--- src/rtl/vga_pkg.sv ---
// vga_pkg: shared types for the display timing path.
// Segment state encodings, timing bundle and delay-line limit.
package vga_pkg;

   localparam int VGA_MAX_H_WIDTH = 12;
   localparam int VGA_MAX_V_WIDTH = 11;
   localparam int VGA_MAX_OUT_LAT = 4;

   typedef enum logic [1:0] {
      H_ACT, H_FP, H_SYNC, H_BP
   } h_state_e;

   typedef enum logic [1:0] {
      V_ACT, V_FP, V_SYNC, V_BP
   } v_state_e;

   typedef enum logic [1:0] {
      SEG_ACT, SEG_FP, SEG_SYNC, SEG_BP
   } seg_state_e;

   typedef struct packed {
      logic [VGA_MAX_H_WIDTH-1:0] hd;
      logic [VGA_MAX_H_WIDTH-1:0] hf;
      logic [VGA_MAX_H_WIDTH-1:0] hr;
      logic [VGA_MAX_H_WIDTH-1:0] hb;
      logic [VGA_MAX_V_WIDTH-1:0] vd;
      logic [VGA_MAX_V_WIDTH-1:0] vf;
      logic [VGA_MAX_V_WIDTH-1:0] vr;
      logic [VGA_MAX_V_WIDTH-1:0] vb;
   } vga_timing_t;

endpackage

--- src/rtl/vga_seg_fsm.sv ---
// vga_seg_fsm: four-segment down-counting state machine.
// Used once per axis; end_o marks the last unit of the back porch.
module vga_seg_fsm
   import vga_pkg::*;
#(
   parameter int W = 12
) (
   input  logic         clk_i,
   input  logic         arstn_i,
   input  logic         load_i,
   input  logic         adv_i,
   input  logic [W-1:0] len_act_i,
   input  logic [W-1:0] len_fp_i,
   input  logic [W-1:0] len_sync_i,
   input  logic [W-1:0] len_bp_i,
   output seg_state_e   state_o,
   output logic [W-1:0] pos_o,
   output logic         end_o
);

   localparam logic [W-1:0] ONE = W'(1);

   seg_state_e   state_q;
   seg_state_e   nxt_state;
   logic [W-1:0] nxt_len;
   logic [W-1:0] cnt_q;
   logic [W-1:0] pos_q;

   // successor segment and its length
   always_comb begin
      nxt_state = SEG_ACT;
      nxt_len   = len_act_i;
      unique case (state_q)
         SEG_ACT: begin
            nxt_state = SEG_FP;
            nxt_len   = len_fp_i;
         end
         SEG_FP: begin
            nxt_state = SEG_SYNC;
            nxt_len   = len_sync_i;
         end
         SEG_SYNC: begin
            nxt_state = SEG_BP;
            nxt_len   = len_bp_i;
         end
         SEG_BP: begin
            nxt_state = SEG_ACT;
            nxt_len   = len_act_i;
         end
      endcase
   end

   // segment state, remaining count and active position
   always_ff @(posedge clk_i or negedge arstn_i) begin
      if (!arstn_i) begin
         state_q <= SEG_ACT;
         cnt_q   <= '0;
         pos_q   <= '0;
      end else if (load_i) begin
         state_q <= SEG_ACT;
         cnt_q   <= len_act_i - ONE;
         pos_q   <= '0;
      end else if (adv_i) begin
         if (cnt_q == '0) begin
            state_q <= nxt_state;
            cnt_q   <= nxt_len - ONE;
            pos_q   <= '0;
         end else begin
            cnt_q <= cnt_q - ONE;
            if (state_q == SEG_ACT) pos_q <= pos_q + ONE;
         end
      end
   end

   assign state_o = state_q;
   assign pos_o   = pos_q;
   assign end_o   = (state_q == SEG_BP) && (cnt_q == '0);

endmodule

--- src/rtl/vga_timing_gen.sv ---
// vga_timing_gen: programmable VGA/DVI timing with shadowed config,
// sync polarity and a pix_en-qualified output delay line.
module vga_timing_gen
   import vga_pkg::*;
#(
   parameter int   H_W     = 12,
   parameter int   V_W     = 11,
   parameter logic HS_POL  = 1'b0,
   parameter logic VS_POL  = 1'b0,
   parameter int   OUT_LAT = 1
) (
   input  logic           clk_i,
   input  logic           arstn_i,
   input  logic           pix_en_i,
   input  logic [H_W-1:0] hd_i,
   input  logic [H_W-1:0] hf_i,
   input  logic [H_W-1:0] hr_i,
   input  logic [H_W-1:0] hb_i,
   input  logic [V_W-1:0] vd_i,
   input  logic [V_W-1:0] vf_i,
   input  logic [V_W-1:0] vr_i,
   input  logic [V_W-1:0] vb_i,
   input  logic           cfg_we_i,
   output logic           cfg_pending_o,
   output logic           cfg_err_o,
   output logic           hsync_o,
   output logic           vsync_o,
   output logic           de_o,
   output logic [H_W-1:0] hcount_o,
   output logic [V_W-1:0] vcount_o,
   output logic           sol_o,
   output logic           sof_o
);

   typedef struct packed {
      logic           hsync;
      logic           vsync;
      logic           de;
      logic           sol;
      logic           sof;
      logic [H_W-1:0] hcount;
      logic [V_W-1:0] vcount;
   } out_t;

   localparam out_t OUT_RST = {~HS_POL, ~VS_POL, 3'b000,
                               {H_W{1'b0}}, {V_W{1'b0}}};

   vga_timing_t wr, act_q, stg_q, nxt, lens;
   logic        run_q, arm_q, pend_q, err_q;
   logic        ok, bad, load, frame_end;
   logic        h_adv, v_adv, h_end, v_end;
   seg_state_e  h_seg, v_seg;
   h_state_e    h_st;
   v_state_e    v_st;
   logic [H_W-1:0] h_pos;
   logic [V_W-1:0] v_pos;
   out_t        stg0;
   out_t        dly [OUT_LAT];

   // widen the write fields into the timing bundle
   always_comb begin
      wr = '0;
      wr.hd[H_W-1:0] = hd_i;
      wr.hf[H_W-1:0] = hf_i;
      wr.hr[H_W-1:0] = hr_i;
      wr.hb[H_W-1:0] = hb_i;
      wr.vd[V_W-1:0] = vd_i;
      wr.vf[V_W-1:0] = vf_i;
      wr.vr[V_W-1:0] = vr_i;
      wr.vb[V_W-1:0] = vb_i;
   end

   assign bad = cfg_we_i &&
                (hd_i == '0 || hf_i == '0 ||
                 hr_i == '0 || hb_i == '0 ||
                 vd_i == '0 || vf_i == '0 ||
                 vr_i == '0 || vb_i == '0);
   assign ok        = cfg_we_i && !bad;
   assign load      = arm_q && pix_en_i;
   assign h_adv     = run_q && pix_en_i;
   assign v_adv     = h_adv && h_end;
   assign frame_end = v_adv && v_end;

   // a write on the boundary beats the staged copy
   always_comb begin
      nxt = act_q;
      if (ok) nxt = wr;
      else if (pend_q) nxt = stg_q;
   end

   assign lens = (frame_end || load) ? nxt : act_q;

   // active/staged config, start handshake and status flags
   always_ff @(posedge clk_i or negedge arstn_i) begin
      if (!arstn_i) begin
         act_q  <= '0;
         stg_q  <= '0;
         run_q  <= 1'b0;
         arm_q  <= 1'b0;
         pend_q <= 1'b0;
         err_q  <= 1'b0;
      end else begin
         err_q <= bad;
         if (ok && !run_q) begin
            act_q <= wr;
            arm_q <= 1'b1;
         end else if (ok && frame_end) begin
            act_q  <= wr;
            pend_q <= 1'b0;
         end else if (ok) begin
            stg_q  <= wr;
            pend_q <= 1'b1;
         end else if (frame_end && pend_q) begin
            act_q  <= stg_q;
            pend_q <= 1'b0;
         end
         if (load) begin
            run_q <= 1'b1;
            arm_q <= 1'b0;
         end
      end
   end

   vga_seg_fsm #(.W(H_W)) u_h (
      .clk_i      (clk_i),
      .arstn_i    (arstn_i),
      .load_i     (load),
      .adv_i      (h_adv),
      .len_act_i  (lens.hd[H_W-1:0]),
      .len_fp_i   (lens.hf[H_W-1:0]),
      .len_sync_i (lens.hr[H_W-1:0]),
      .len_bp_i   (lens.hb[H_W-1:0]),
      .state_o    (h_seg),
      .pos_o      (h_pos),
      .end_o      (h_end)
   );

   vga_seg_fsm #(.W(V_W)) u_v (
      .clk_i      (clk_i),
      .arstn_i    (arstn_i),
      .load_i     (load),
      .adv_i      (v_adv),
      .len_act_i  (lens.vd[V_W-1:0]),
      .len_fp_i   (lens.vf[V_W-1:0]),
      .len_sync_i (lens.vr[V_W-1:0]),
      .len_bp_i   (lens.vb[V_W-1:0]),
      .state_o    (v_seg),
      .pos_o      (v_pos),
      .end_o      (v_end)
   );

   assign h_st = h_state_e'(h_seg);
   assign v_st = v_state_e'(v_seg);

   // decode FSM state into pin-level video signals
   always_comb begin
      stg0 = OUT_RST;
      if (run_q) begin
         stg0.de    = (h_st == H_ACT) && (v_st == V_ACT);
         stg0.hsync = (h_st == H_SYNC) ? HS_POL : ~HS_POL;
         stg0.vsync = (v_st == V_SYNC) ? VS_POL : ~VS_POL;
         stg0.hcount = stg0.de ? h_pos : '0;
         stg0.vcount = (v_st == V_ACT) ? v_pos : '0;
         stg0.sol   = stg0.de && (h_pos == '0);
         stg0.sof   = stg0.sol && (v_pos == '0);
      end
   end

   for (genvar i = 0; i < OUT_LAT; i++) begin : g_dly
      if (i == 0) begin : g_head
         // first stage samples the decoded FSM view
         always_ff @(posedge clk_i or negedge arstn_i) begin
            if (!arstn_i) dly[0] <= OUT_RST;
            else if (pix_en_i) dly[0] <= stg0;
         end
      end else begin : g_tail
         // later stages shift only on enabled pixels
         always_ff @(posedge clk_i or negedge arstn_i) begin
            if (!arstn_i) dly[i] <= OUT_RST;
            else if (pix_en_i) dly[i] <= dly[i-1];
         end
      end
   end

   assign hsync_o       = dly[OUT_LAT-1].hsync;
   assign vsync_o       = dly[OUT_LAT-1].vsync;
   assign de_o          = dly[OUT_LAT-1].de;
   assign sol_o         = dly[OUT_LAT-1].sol;
   assign sof_o         = dly[OUT_LAT-1].sof;
   assign hcount_o      = dly[OUT_LAT-1].hcount;
   assign vcount_o      = dly[OUT_LAT-1].vcount;
   assign cfg_pending_o = pend_q;
   assign cfg_err_o     = err_q;

endmodule

--- config.mk ---
export PLATFORM = sky130hd
export DESIGN_NAME = vga_timing_gen
export DESIGN_NICKNAME = d
export VERILOG_FILES = /design/src/rtl/vga_pkg.sv /design/src/rtl/vga_seg_fsm.sv /design/src/rtl/vga_timing_gen.sv
export SDC_FILE = /design/constraint.sdc
export NUM_CORES = 1
export LEC_CHECK = 0
export CAP_MARGIN = 10
export CORE_MARGIN = 2
export CORE_UTILIZATION = 31
export CTS_CLUSTER_DIAMETER = 100
export CTS_CLUSTER_SIZE = 25
export DETAILED_ROUTE_END_ITERATION = 8
export HOLD_SLACK_MARGIN = 0.05
export PLACE_DENSITY = 0.6
export REMOVE_ABC_BUFFERS = 1
export SLEW_MARGIN = 15
export SYNTH_ARGS = -nofsm -noshare
export SYNTH_HDL_FRONTEND = slang
export SYNTH_HIERARCHICAL = 1
export SYNTH_SLANG_ARGS = --single-unit
--- constraint.sdc ---
create_clock -name clk_i -period 11.9 [get_ports clk_i]
set_input_delay 2.38 -clock clk_i [delete_from_list [all_inputs] [get_ports clk_i]]
set_output_delay 2.38 -clock clk_i [all_outputs]
set_load 0.05 [all_outputs]
# Word-level counts from Yosys, hierarchy flattened
# Index checks and enable logic that the tools add are counted.
# classes
n_addsub	8
n_eq_ne	7
muxes	41
bitwise	2
reduce_logical	54
# op_table
op	count
$mux W92	7
$mux W12	8
$mux W11	8
$logic_not A12 Y1	6
$logic_not A11 Y1	6
$pmux W12 S4	1
$pmux W11 S4	1
$sub A12 B1 Y12 const B	3
$sub A11 B1 Y11 const B	3
$mux W28	1
$pmux W2 S4	2
$logic_and A1 B1 Y1	14
$add A12 B1 Y12 const B	1
$mux W2	6
$reduce_and A2 Y1	6
$reduce_bool A3 Y1	4
$add A11 B1 Y11 const B	1
$reduce_bool A2 Y1	5
$eq A2 B2 Y1 const B	4
$logic_or A1 B1 Y1	8
$mux W1	7
$eq A2 B1 Y1 const B	2
$logic_not A2 Y1	2
$ne A3 B1 Y1 const B	1
3 further kinds	5
# word_totals
ff_bits	266
input_bits	96
wordCells	145

# Longest topological paths before layout
# depth
word_depth	18
mapped_depth	21

# Modules after synthesis
# Netlist, hierarchy kept.
# modules_own_cells
mod	n_inst	cells_per_inst	area_each_um2	seq_area_each_um2
vga_timing_gen	1	1066	11507.3	5407.7
vga_seg_fsm at u_h	1	250	2135.8	650.6
vga_seg_fsm at u_v	1	227	1925.6	600.6

# Worst setup path after synthesis
# OpenSTA, ideal clock, no wires.
# synth_timing
path_kind	input -> register
startpoint	input hf_i[7]
endpoint	register u_h.cnt_q[11]
setup_ns	0.069
t_arrival_ns	5.665
required_ns	11.831
path_slack_ns	6.166
cell_stages	15
n_path_buf	3
cell_sequence	nor4_1 -> nand3_1 -> and4_4 -> and4_4 -> buf_6 -> buf_2 -> buf_2 -> o32a_1 -> o21a_1 -> a222oi_1 -> nor2b_1 -> o41ai_4 -> or4b_4 -> or4_1 -> nand3_1
# synth_lines
item	line_no	rtl
start, declared	vga_timing_gen.sv:16	input logic [H_W-1:0] hf_i,
end signal, assigned	vga_seg_fsm.sv:61	cnt_q <= len_act_i - ONE;
end signal, assigned	vga_seg_fsm.sv:66	cnt_q <= nxt_len - ONE;
end signal, assigned	vga_seg_fsm.sv:69	cnt_q <= cnt_q - ONE;
end, declared	vga_seg_fsm.sv:26	logic [W-1:0] cnt_q;

==> impl_results.md <==
- Top cell type by total area after synthesis: dfrtp_1
- Run status: complete, no violations
- CTS Sinks: 266
- Fin crit share: 61.0%
- Main synth FF type: dfrtp_1
- Global-route wire length before repair: 77800 um
- Setup Fix Bufs, Post-CTS: 0
- Hold Path Depth: 2
- Initial antenna violation count: 5
- Pins Over Slew Limit: 0
- CP max stage cell: nand2_4
- Minimum clock period: 7.25 ns
- Mapped Avg Cell Area: 10.1 sq um
- Synth Instances: 1543
- Max VDD drop: 0.0923 mV
- Synthesis warning total: 6
- Overflow after GRT: 0
- WL final: 49100 um
- Pint: 0.00208 W
- Critical path class: input port to flip-flop
- Largest stage delay, worst path: 0.65 ns
- Critical Path Sink Type: flip-flop
- Met2 Use GR: 31.0%
- P_sw: 0.00125 W
- Fin. Hold Viols: 0
- GRT busiest layer: met2
- Fin cells: 2260
- Synthesized area: 0.0156 sq mm
- Total power: 0.00333 W
- Worst setup SP type: input port
- Max Freq: 0.138 GHz
- Die width: 228 um
- Pin count of the biggest net entering global routing: 120
- DP Wirelength: 32000 um
- Clock power frac: 18.9%
- Met1 Usage GRT: 25.1%
- Synthesis-stage register bit count: 266
- Pwr/cell area: 188 mW/mm^2
- CTS max path bufs: 3
- Flop pwr share: 42.1%
- Die area: 0.0520 sq mm
- CTS Hold Buffers Added: 0
- Via count: 13100
- R2R Setup Slk: 5.52 ns
- Actual slew at the worst max-slew pin: 1.15 ns
- RePlAce Congestion: 0.869
- Fraction of registers with async set/reset: 100%
- Dpl cells: 2235
- Final #Nets: 1689
- Comb pwr share: 39.0%
- Clk root buf: clkbuf_16
- Path depth of the worst reg2reg path: 19
- WL per Instance: 21.7 um
- ANT nets after route: 0
- Setup_tns: 0 ns
- Yosys top cell area share: 42.4%
- Initial DRC Count: 1153
- CTS tree: yes
- DIE HEIGHT: 228 um
- Hold EP: hsync_o
- Share of cells above drive strength 1: 11.1%
- Util after Layout: 35.6%
- FP Rows: 82
- Final setup fails: 0
- Drt pass-1 iters: 7
- H-tree level count: 1
- Resized cells post-CTS: 0
- Clk_lat worst skew: 0.54 ns
- Inserted Diodes: 0
- Lkg Pwr: 7.47 nW
- Vias per inst: 5.80
- TritonCTS buffer count: 16
- I/O pin count: 126
- Core area: 0.0499 sq mm
- Vias in the first global route: 13300
- Met3 Use GR: 3.04%
- GRT Util Overall: 18.5%
- Top cells by area, synth: dfrtp_1, mux2_4, a221o_1
- Hold wc startpoint: hsync_o
- Yosys cell types: 69
- Detailed-route DRC error count: 0
- R2R Path End: u_v/cnt_q[8]
- Area Growth Syn to Fin: 14.1%
- Relative slew slack: 23.5%
- Max-cap violations: 0
- RSZ-0062 raised after global routing: no
- FF-to-FF Start: u_h/cnt_q[4]
- Data required time at the worst endpoint: 12.34 ns
- Initial Utilization: 31.2%
- Worst Path Max Fanout: 52
- Min-delay worst type: flip-flop to flip-flop
- Worst path cell trace: clkdlybuf4s50_1, nor4_1, and3_1, a31oi_2, nand3_4, nand2_4, buf_4, o21a_1, a222oi_1, nor2b_1, o41ai_2, inv_1, ha_1, inv_1, a211oi_2, and3_1, a211o_1
- Clock Skew: 0.0254 ns
- Post-synthesis sequential area ratio: 42.8%
- PortBufs: 125
- Critical Path AT: 7.69 ns
- Final Hold Slack: 0.492 ns
- Number of synthesized flops with an enable pin: 0
- Clk slew on worst S/H paths: 0.11 ns
- Switching Share: 37.6%
-- Yosys cell counts, types with 12 or more instances --
cell type	instances
dfrtp_1	264
nand2_1	218
nor2_1	140
o21a_1	93
a221o_1	92
o32a_1	90
mux2_4	80
clkbuf_1	68
o21ai_0	44
buf_2	39
nor4_1	33
a21oi_1	30
nand3_1	30
inv_1	27
nor2b_1	26
a22o_1	25
mux2_2	19
a222oi_1	18
and3_1	17
nand4_1	14
nor3_1	14
buf_6	13
ha_1	12
mux2i_1	12
-- placed cells by master (no fill, tap or decap), drive strengths merged, types with 3 or more instances in the layout --
| master | synthesis | final |
|---|---|---|
| o21a | 93 | 93 |
| o32a | 90 | 90 |
| mux2 | 100 | 100 |
| o21ai | 46 | 46 |
| a22oi | 6 | 6 |
| inv | 27 | 30 |
| a31oi | 12 | 12 |
| clkbuf | 68 | 18 |
| nand3 | 31 | 31 |
| nor4 | 35 | 35 |
| buf | 55 | 19 |
| nor3 | 14 | 14 |
| o41ai | 11 | 11 |
| nand2 | 218 | 218 |
| nand2b | 4 | 4 |
| or2 | 3 | 3 |
| a211oi | 12 | 12 |
| a21oi | 30 | 30 |
| a21boi | 3 | 3 |
| mux2i | 12 | 12 |
| a22o | 25 | 25 |
| a211o | 10 | 10 |
| and3 | 17 | 17 |
| a222oi | 18 | 18 |
| xnor2 | 8 | 8 |
| clkdlybuf4s50 | 0 | 124 |
| xor2 | 6 | 6 |
| dfrtp | 264 | 264 |
| ha | 12 | 12 |
| nand4 | 14 | 14 |
| nor2b | 26 | 26 |
| and2 | 6 | 6 |
| clkinv | 1 | 3 |
| nor2 | 140 | 140 |
| a221o | 92 | 92 |
| a21o | 4 | 4 |
-- worst max-delay path by stage --
stage              from  depth (start not counted)           end  slack, ns
6_report        vb_i[0]                         17  u_v/cnt_q[8]       4.65
5_1_grt         vb_i[0]                         17  u_v/cnt_q[8]       4.37
4_1_cts         vb_i[0]                         17  u_v/cnt_q[8]       4.71
3_5_place_dp    vb_i[0]                         17  u_v/cnt_q[8]       4.15
3_3_place_gp    vb_i[0]                         17  u_h/cnt_q[8]       4.21
2_1_floorplan  pix_en_i                          4      act_q[0]      -0.43
-- cell type report --
class,instances,area [sq um]
Fill cell,5023,32100
Multi-Input combinational cell,1126,8240
Sequential cell,266,6660
Timing Repair Buffer,143,1410
Tap cell,672,841
Clock buffer,18,439
Inverter,28,105
Clock inverter,7,72.6
-- cells by family after synthesis --
family | after synthesis | share of synthesized area (%)
AO/OA/AOI/OAI | 471 | 26.0
multiplexers | 112 | 9.93
AND/OR/NAND/NOR | 517 | 14.9
XOR/XNOR | 14 | 0.788
flip-flops | 266 | 42.8
adder cells (fa/ha/maj) | 12 | 0.964
buffers and inverters | 151 | 4.65
-- stage by stage --
step	area (sq um)	worst slack, ns
4_1_cts	17800	4.71
3_3_place_gp	17300	4.21
3_5_place_dp	17300	4.15
6_report	17800	4.65
5_1_grt	17800	4.37
2_1_floorplan	14900	-0.432
-- sequential cells by signal, indices dropped and copies added (netlist names), 2 cells and up --
signal       count
act_q           92
vcount_o        11
u_v/state_o      2
u_h/cnt_q       12
u_h/pos_o       12
u_v/cnt_q       11
hcount_o        12
u_h/state_o      2
stg_q           92
u_v/pos_o       11
-- worst max-delay path: cells and delay by family --
family | cells | cell delay (ns)
adders and majority gates | 1 | 0.22
and+or+nand+nor | 6 | 1.98
AOI/OAI and AO/OA | 6 | 1.64
buffers and inverters | 4 | 1.43
-- per-layer routing --
layer | vias to the layer above | part of all wire [%] | wire (um)
li1 | 5923 | - | -
met1 | 6716 | 44 | 21800
met4 | 10 | 1.8 | 866
met5 | - | 0.13 | 64
met3 | 61 | 5.7 | 2790
met2 | 405 | 48 | 23600
-- power by group through the flow --
stage,clock (W),combinational [W],sequential (W)
2_1_floorplan,0,0.000909,0.00139
3_3_place_gp,0,0.00127,0.00140
3_5_place_dp,0,0.00129,0.00141
4_1_cts,0.000646,0.00130,0.00140
5_1_grt,0.000672,0.00140,0.00144
6_report,0.000630,0.00130,0.00140
Note: power is estimated with default switching activity, not from simulation.
